**src/rtl/serial_adder_if.sv**
```systemverilog
// serial_adder_if: operand/result bundle between a requester and serial_adder
interface serial_adder_if #(parameter int WIDTH = 8);
    logic             start;
    logic [WIDTH-1:0] a;
    logic [WIDTH-1:0] b;
    logic             cin;
    logic             busy;
    logic             done;
    logic [WIDTH-1:0] sum;
    logic             cout;
    modport master (output start, a, b, cin, input busy, done, sum, cout);
    modport slave  (input start, a, b, cin, output busy, done, sum, cout);
endinterface

```
**src/rtl/serial_adder.sv**
```systemverilog
// serial_adder: bit-serial adder feeding one full-adder cell per clock, LSB first
module full_adder (
    input  logic a,
    input  logic b,
    input  logic cin,
    output logic result,
    output logic cout
);
    assign result = a ^ b ^ cin;
    assign cout   = (a & b) | (cin & (a ^ b));
endmodule

module serial_adder #(parameter int WIDTH = 8) (
    input  logic          clk,
    input  logic          reset,
    serial_adder_if.slave bus
);
    localparam int CW = $clog2(WIDTH + 1);
    localparam logic [1:0] IDLE = 2'd0, RUN = 2'd1, DONE = 2'd2;
    logic [1:0]       state;
    logic [WIDTH-1:0] sa, sb, sum, sum_nxt;
    logic [CW-1:0]    cnt;
    logic             carry, cout, fa_r, fa_c;
    full_adder u_fa (.a(sa[0]), .b(sb[0]), .cin(carry), .result(fa_r), .cout(fa_c));
    // new bit enters at the top so the first-computed bit lands in bit 0
    generate
        if (WIDTH == 1) begin : g_one
            assign sum_nxt = fa_r;
        end else begin : g_wide
            assign sum_nxt = {fa_r, sum[WIDTH-1:1]};
        end
    endgenerate
    always_ff @(posedge clk or posedge reset) begin
        if (reset) begin
            state <= IDLE;
            sa    <= '0;
            sb    <= '0;
            carry <= 1'b0;
            cnt   <= '0;
            sum   <= '0;
            cout  <= 1'b0;
        end else if (state == IDLE) begin
            if (bus.start) begin
                sa    <= bus.a;
                sb    <= bus.b;
                carry <= bus.cin;
                cnt   <= '0;
                sum   <= '0;
                state <= RUN;
            end
        end else if (state == RUN) begin
            sum   <= sum_nxt;
            carry <= fa_c;
            sa    <= sa >> 1;
            sb    <= sb >> 1;
            cnt   <= cnt + 1'b1;
            if (cnt == CW'(WIDTH - 1)) begin
                state <= DONE;
                cout  <= fa_c;
            end
        end else begin
            state <= IDLE;
        end
    end
    assign bus.busy = state == RUN;
    assign bus.done = state == DONE;
    assign bus.sum  = sum;
    assign bus.cout = cout;
endmodule

```
**src/flat_wrapper.sv**
```systemverilog
// flat-port wrapper written by rule: the top's interface ports become plain ports
module serial_adder_flat 
#(parameter int WIDTH = 8)
  (clk, reset, bus_start, bus_a, bus_b, bus_cin, bus_busy, bus_done, bus_sum, bus_cout);
  serial_adder_if #(.WIDTH(WIDTH)) bus_i ();
  input  logic clk;
  input  logic reset;
  input wire logic [$bits(bus_i.start)-1:0] bus_start;
  input wire logic [$bits(bus_i.a)-1:0] bus_a;
  input wire logic [$bits(bus_i.b)-1:0] bus_b;
  input wire logic [$bits(bus_i.cin)-1:0] bus_cin;
  output wire logic [$bits(bus_i.busy)-1:0] bus_busy;
  output wire logic [$bits(bus_i.done)-1:0] bus_done;
  output wire logic [$bits(bus_i.sum)-1:0] bus_sum;
  output wire logic [$bits(bus_i.cout)-1:0] bus_cout;
  assign bus_i.start = bus_start;
  assign bus_i.a = bus_a;
  assign bus_i.b = bus_b;
  assign bus_i.cin = bus_cin;
  assign bus_busy = bus_i.busy;
  assign bus_done = bus_i.done;
  assign bus_sum = bus_i.sum;
  assign bus_cout = bus_i.cout;
  serial_adder #(.WIDTH(WIDTH)) u_core (.clk(clk), .reset(reset), .bus(bus_i));
endmodule
```
**config.mk**
```make
export PLATFORM = sky130hd
export DESIGN_NAME = serial_adder_flat
export DESIGN_NICKNAME = d
export VERILOG_FILES = /design/src/rtl/serial_adder_if.sv /design/src/rtl/serial_adder.sv /design/src/flat_wrapper.sv
export SDC_FILE = /design/constraint.sdc
export NUM_CORES = 1
export LEC_CHECK = 0
export BUFFER_PORTS_ARGS = -buffer_cell sky130_fd_sc_hd__buf_2
export CAP_MARGIN = 0
export CORE_MARGIN = 4
export CORE_UTILIZATION = 26
export CTS_CLUSTER_DIAMETER = 30
export DETAILED_ROUTE_END_ITERATION = 16
export GPL_ROUTABILITY_DRIVEN = 0
export PLACE_DENSITY = 0.43
export SLEW_MARGIN = 0
export SYNTH_ARGS = -nofsm -noshare
export SYNTH_HDL_FRONTEND = slang
export SYNTH_SLANG_ARGS = --single-unit
```
**constraint.sdc**
```tcl
create_clock -name clk -period 3.3 [get_ports clk]
set_input_delay 0.66 -clock clk [delete_from_list [all_inputs] [get_ports clk]]
set_output_delay 0.66 -clock clk [all_outputs]
set_load 0.05 [all_outputs]
```
==> results.md <==
* Status: complete, no violations
* Worst Max-Slew Pin Slew at between 0.9 and 1 ns
* CTS resizes at 0
* Switching Share at 0.420
* Setup CP Type: reg -> out
* R2r worst-path depth at 3
* FF-to-FF Start: u_core.state[0]$_DFFE_PP0P_
* Largest net degree at the start of global routing at 46
* Post-CTS Hold Fix Bufs at 0
* Yosys warns at 0
* Die height at approximately 84 µm
* Hold Slack at ~0.46 ns
* Final Cell Area at approximately 1700 µm²
* Required @ worst endpoint at approximately 2.6 ns
* Initial DRC Count at 43
* Via-per-instance ratio at 4.42
* Rel. slew slack at 0.337
* Utilization after layout at 0.312
* # nets final at about 180
* Slowest stage delay, CP at ~0.52 ns
* Tmin final at 2.14 ns
* Leak at 0.000776 µW
* Initial antenna violation count at 0
* #FFs+latches synth at 32
* Setup crit start kind: register
* Multiplexer area fraction after synthesis at 0.0941
* Inserted Diodes at 0
* CTS tree: yes
* Via Count at about 1000
* Global-route wire length before repair at between 5000 and 6000 µm
* Crit share post-route at 0.650
* Row cnt at 27
* Routed WL per cell at 12.5 µm
* Min-Delay Path Class: in -> async
* Commonest cells after routing, fill and taps aside: dfrtp_1 (32), buf_2 (30), nand2_1 (17)
* Synth Area in XOR/XNOR at 0
* Post-Layout Cell Count at 226
* Post-CTS Repair Setup Buffers at 0
* Pint at 927 µW
* CTS H-tree lvls at 2
* Most common cell after layout, fill and taps aside: dfrtp_1
* Cell breakdown of the critical path: nand2b_4 > inv_2 > buf_2
* Fmax at between 400 and 500 MHz
* Drc violations at 0
* Worst Path Arrival at 1.48 ns
* Setup TNS at 0 ns
* Stages on the worst setup path at 3
* Worst setup EP type: primary output
* Total CTS buffers at 5
* Io pins at 31
* Synth Area in Compound Gates at 0.175
* Die area at between 7000 and 8000 µm²
* Final clock skew at between 0.004 and 0.005 ns
* Post-synthesis net count at 145
* DR pass1 iterations at 2
* Number of distinct library cells after synthesis at 29
* Overflow after GRT at 0
* Synthesized area per cell at 12.1 µm²
* Synth Area in Adders at 0.0218
* Maxcap violations at 0
* Share of total power in sequential cells at 0.413
* RSZ-0062 raised after global routing: false
* Worst path slowest cell: dfrtp_1
* # setup viols final at 0
* Port bufs at 30
* Largest family of logic cells by synthesized area: compound AO/OA/AOI/OAI gates
* CTS root buf: clkbuf_8
* Worst-path clk slew at roughly 0.060 ns
* Slew Viols, Final at 0
* Detailed Place HPWL at about 2000 µm
* Vias in the first global route at 1107
* CTS Buffer Depth at 2
* Comb power frac at 0.415
* Worst reg2reg setup slack at 1.50 ns
* WL final at between 2000 and 3000 µm
* Area Growth Syn to Fin at 16.0%
* Die width at between 80 and 90 µm
* Cells after DPL at approximately 220
* Total GRT Usage at 0.0898
* Sw Pwr at between 600 and 700 µW
* VDD IR max at around 420 µV
* CTS Sinks at 32
* Syn Inst Count at ~120
* Mapped cell area at 1490 µm²
* Simple-Gate Fraction of Synth Area at 0.100
* Initial Utilization at 0.269
* FF-to-FF End: u_core.cnt[3]$_DFFE_PP0P_
* Crit-path leading delay family: flip-flops
* Routed Antenna Nets at 0
* Critical path fanouts, max at 10
* Clk pwr share at 0.172
* Worst Path Buf+Inv at 2
* Post-DP Area at 1650 µm²
* Final hold vios at 0
* Share of post-route cells with drive strength above 1 at 0.299
* Clock insertion delay at the later pin of the skew report at roughly 0.28 ns
* Core area at between 5000 and 6000 µm²
* PwrDens at 927 nW/µm²
* Sequential fraction of the synthesis area at 0.538
## state kept, by name, indices dropped and copies added, names as in the netlist
name	cells
u_core.bus.cout	1
u_core.sb	8
u_core.bus.sum	8
u_core.cnt	4
u_core.sa	8
u_core.carry	1
u_core.state	2
## routing by layer
metal	wire, µm	global-route usage	part of all wire
met5	0	0	0
met4	52	0.0439	0.018
met3	195	0.0365	0.069
met2	1320	0.144	0.47
met1	1270	0.103	0.45
## worst min-delay path, stage by stage
cell and delay [ns]:
buf_2 0.09, inv_1 0.04, buf_4 0.36
## metrics by stage
stage	worst slack, ns	power (µW)
2_1_floorplan	1.44	1240
3_3_place_gp	1.35	1330
3_5_place_dp	1.28	1350
4_1_cts	1.13	1640
5_1_grt	1.06	1730
6_report	1.16	1600
## power groups by stage
| stage | clock, µW | combinational, µW | sequential, µW |
|---|---|---|---|
| 2_1_floorplan | 0 | 448 | 791 |
| 3_3_place_gp | 0 | 664 | 665 |
| 3_5_place_dp | 0 | 679 | 669 |
| 4_1_cts | 294 | 679 | 664 |
| 5_1_grt | 313 | 735 | 683 |
| 6_report | 276 | 663 | 661 |
## area by class of cell
type / instances / area (µm²)
fillers: 609 / 3810
flip-flops and latches: 32 / 801
multi-input cells: 79 / 582
repair buffers: 31 / 158
well taps: 72 / 90.1
clock buffers: 6 / 72.6
inverters: 5 / 18.8
clock inverters: 1 / 5.00
## cell usage after synthesis
master | number | share of area
o21ai_1 | 6 | 0.020
nor2_8 | 1 | 0.013
nand2_1 | 17 | 0.043
nor2_1 | 1 | 0.0025
a22o_1 | 8 | 0.047
dfrtp_1 | 32 | 0.54
nor3b_1 | 1 | 0.0050
inv_2 | 1 | 0.0025
or3_1 | 1 | 0.0042
a32o_1 | 2 | 0.013
mux2i_1 | 14 | 0.094
a21oi_1 | 1 | 0.0034
nand2b_4 | 1 | 0.0092
inv_1 | 4 | 0.010
o21ai_2 | 4 | 0.024
o31ai_1 | 2 | 0.010
and2b_1 | 1 | 0.0050
ha_1 | 1 | 0.0084
o21bai_4 | 1 | 0.013
nand4b_1 | 1 | 0.0059
fa_1 | 1 | 0.013
a22oi_1 | 1 | 0.0050
nand3_1 | 1 | 0.0034
a21oi_2 | 1 | 0.0059
o21ai_0 | 10 | 0.034
buf_12 | 1 | 0.013
and2_1 | 1 | 0.0042
buf_6 | 6 | 0.045
nor2b_1 | 1 | 0.0042
## cells by family after synthesis
family | after synthesis
mux | 14
compound gates | 36
buf+inv | 12
simple gates | 27
flops | 32
fa+ha+maj | 2
## how the worst max path moves through the flow
stage,from,to
floorplan,u_core.state[0]$_DFFE_PP0P_,bus_done
global placement,bus_start,u_core.cnt[3]$_DFFE_PP0P_
detailed placement,bus_start,u_core.sb[6]$_DFFE_PP0P_
CTS,u_core.state[1]$_DFFE_PP0P_,bus_busy
global route,u_core.state[0]$_DFFE_PP0P_,bus_busy
finish,u_core.state[1]$_DFFE_PP0P_,bus_busy
(Power assumes the default switching activity.)
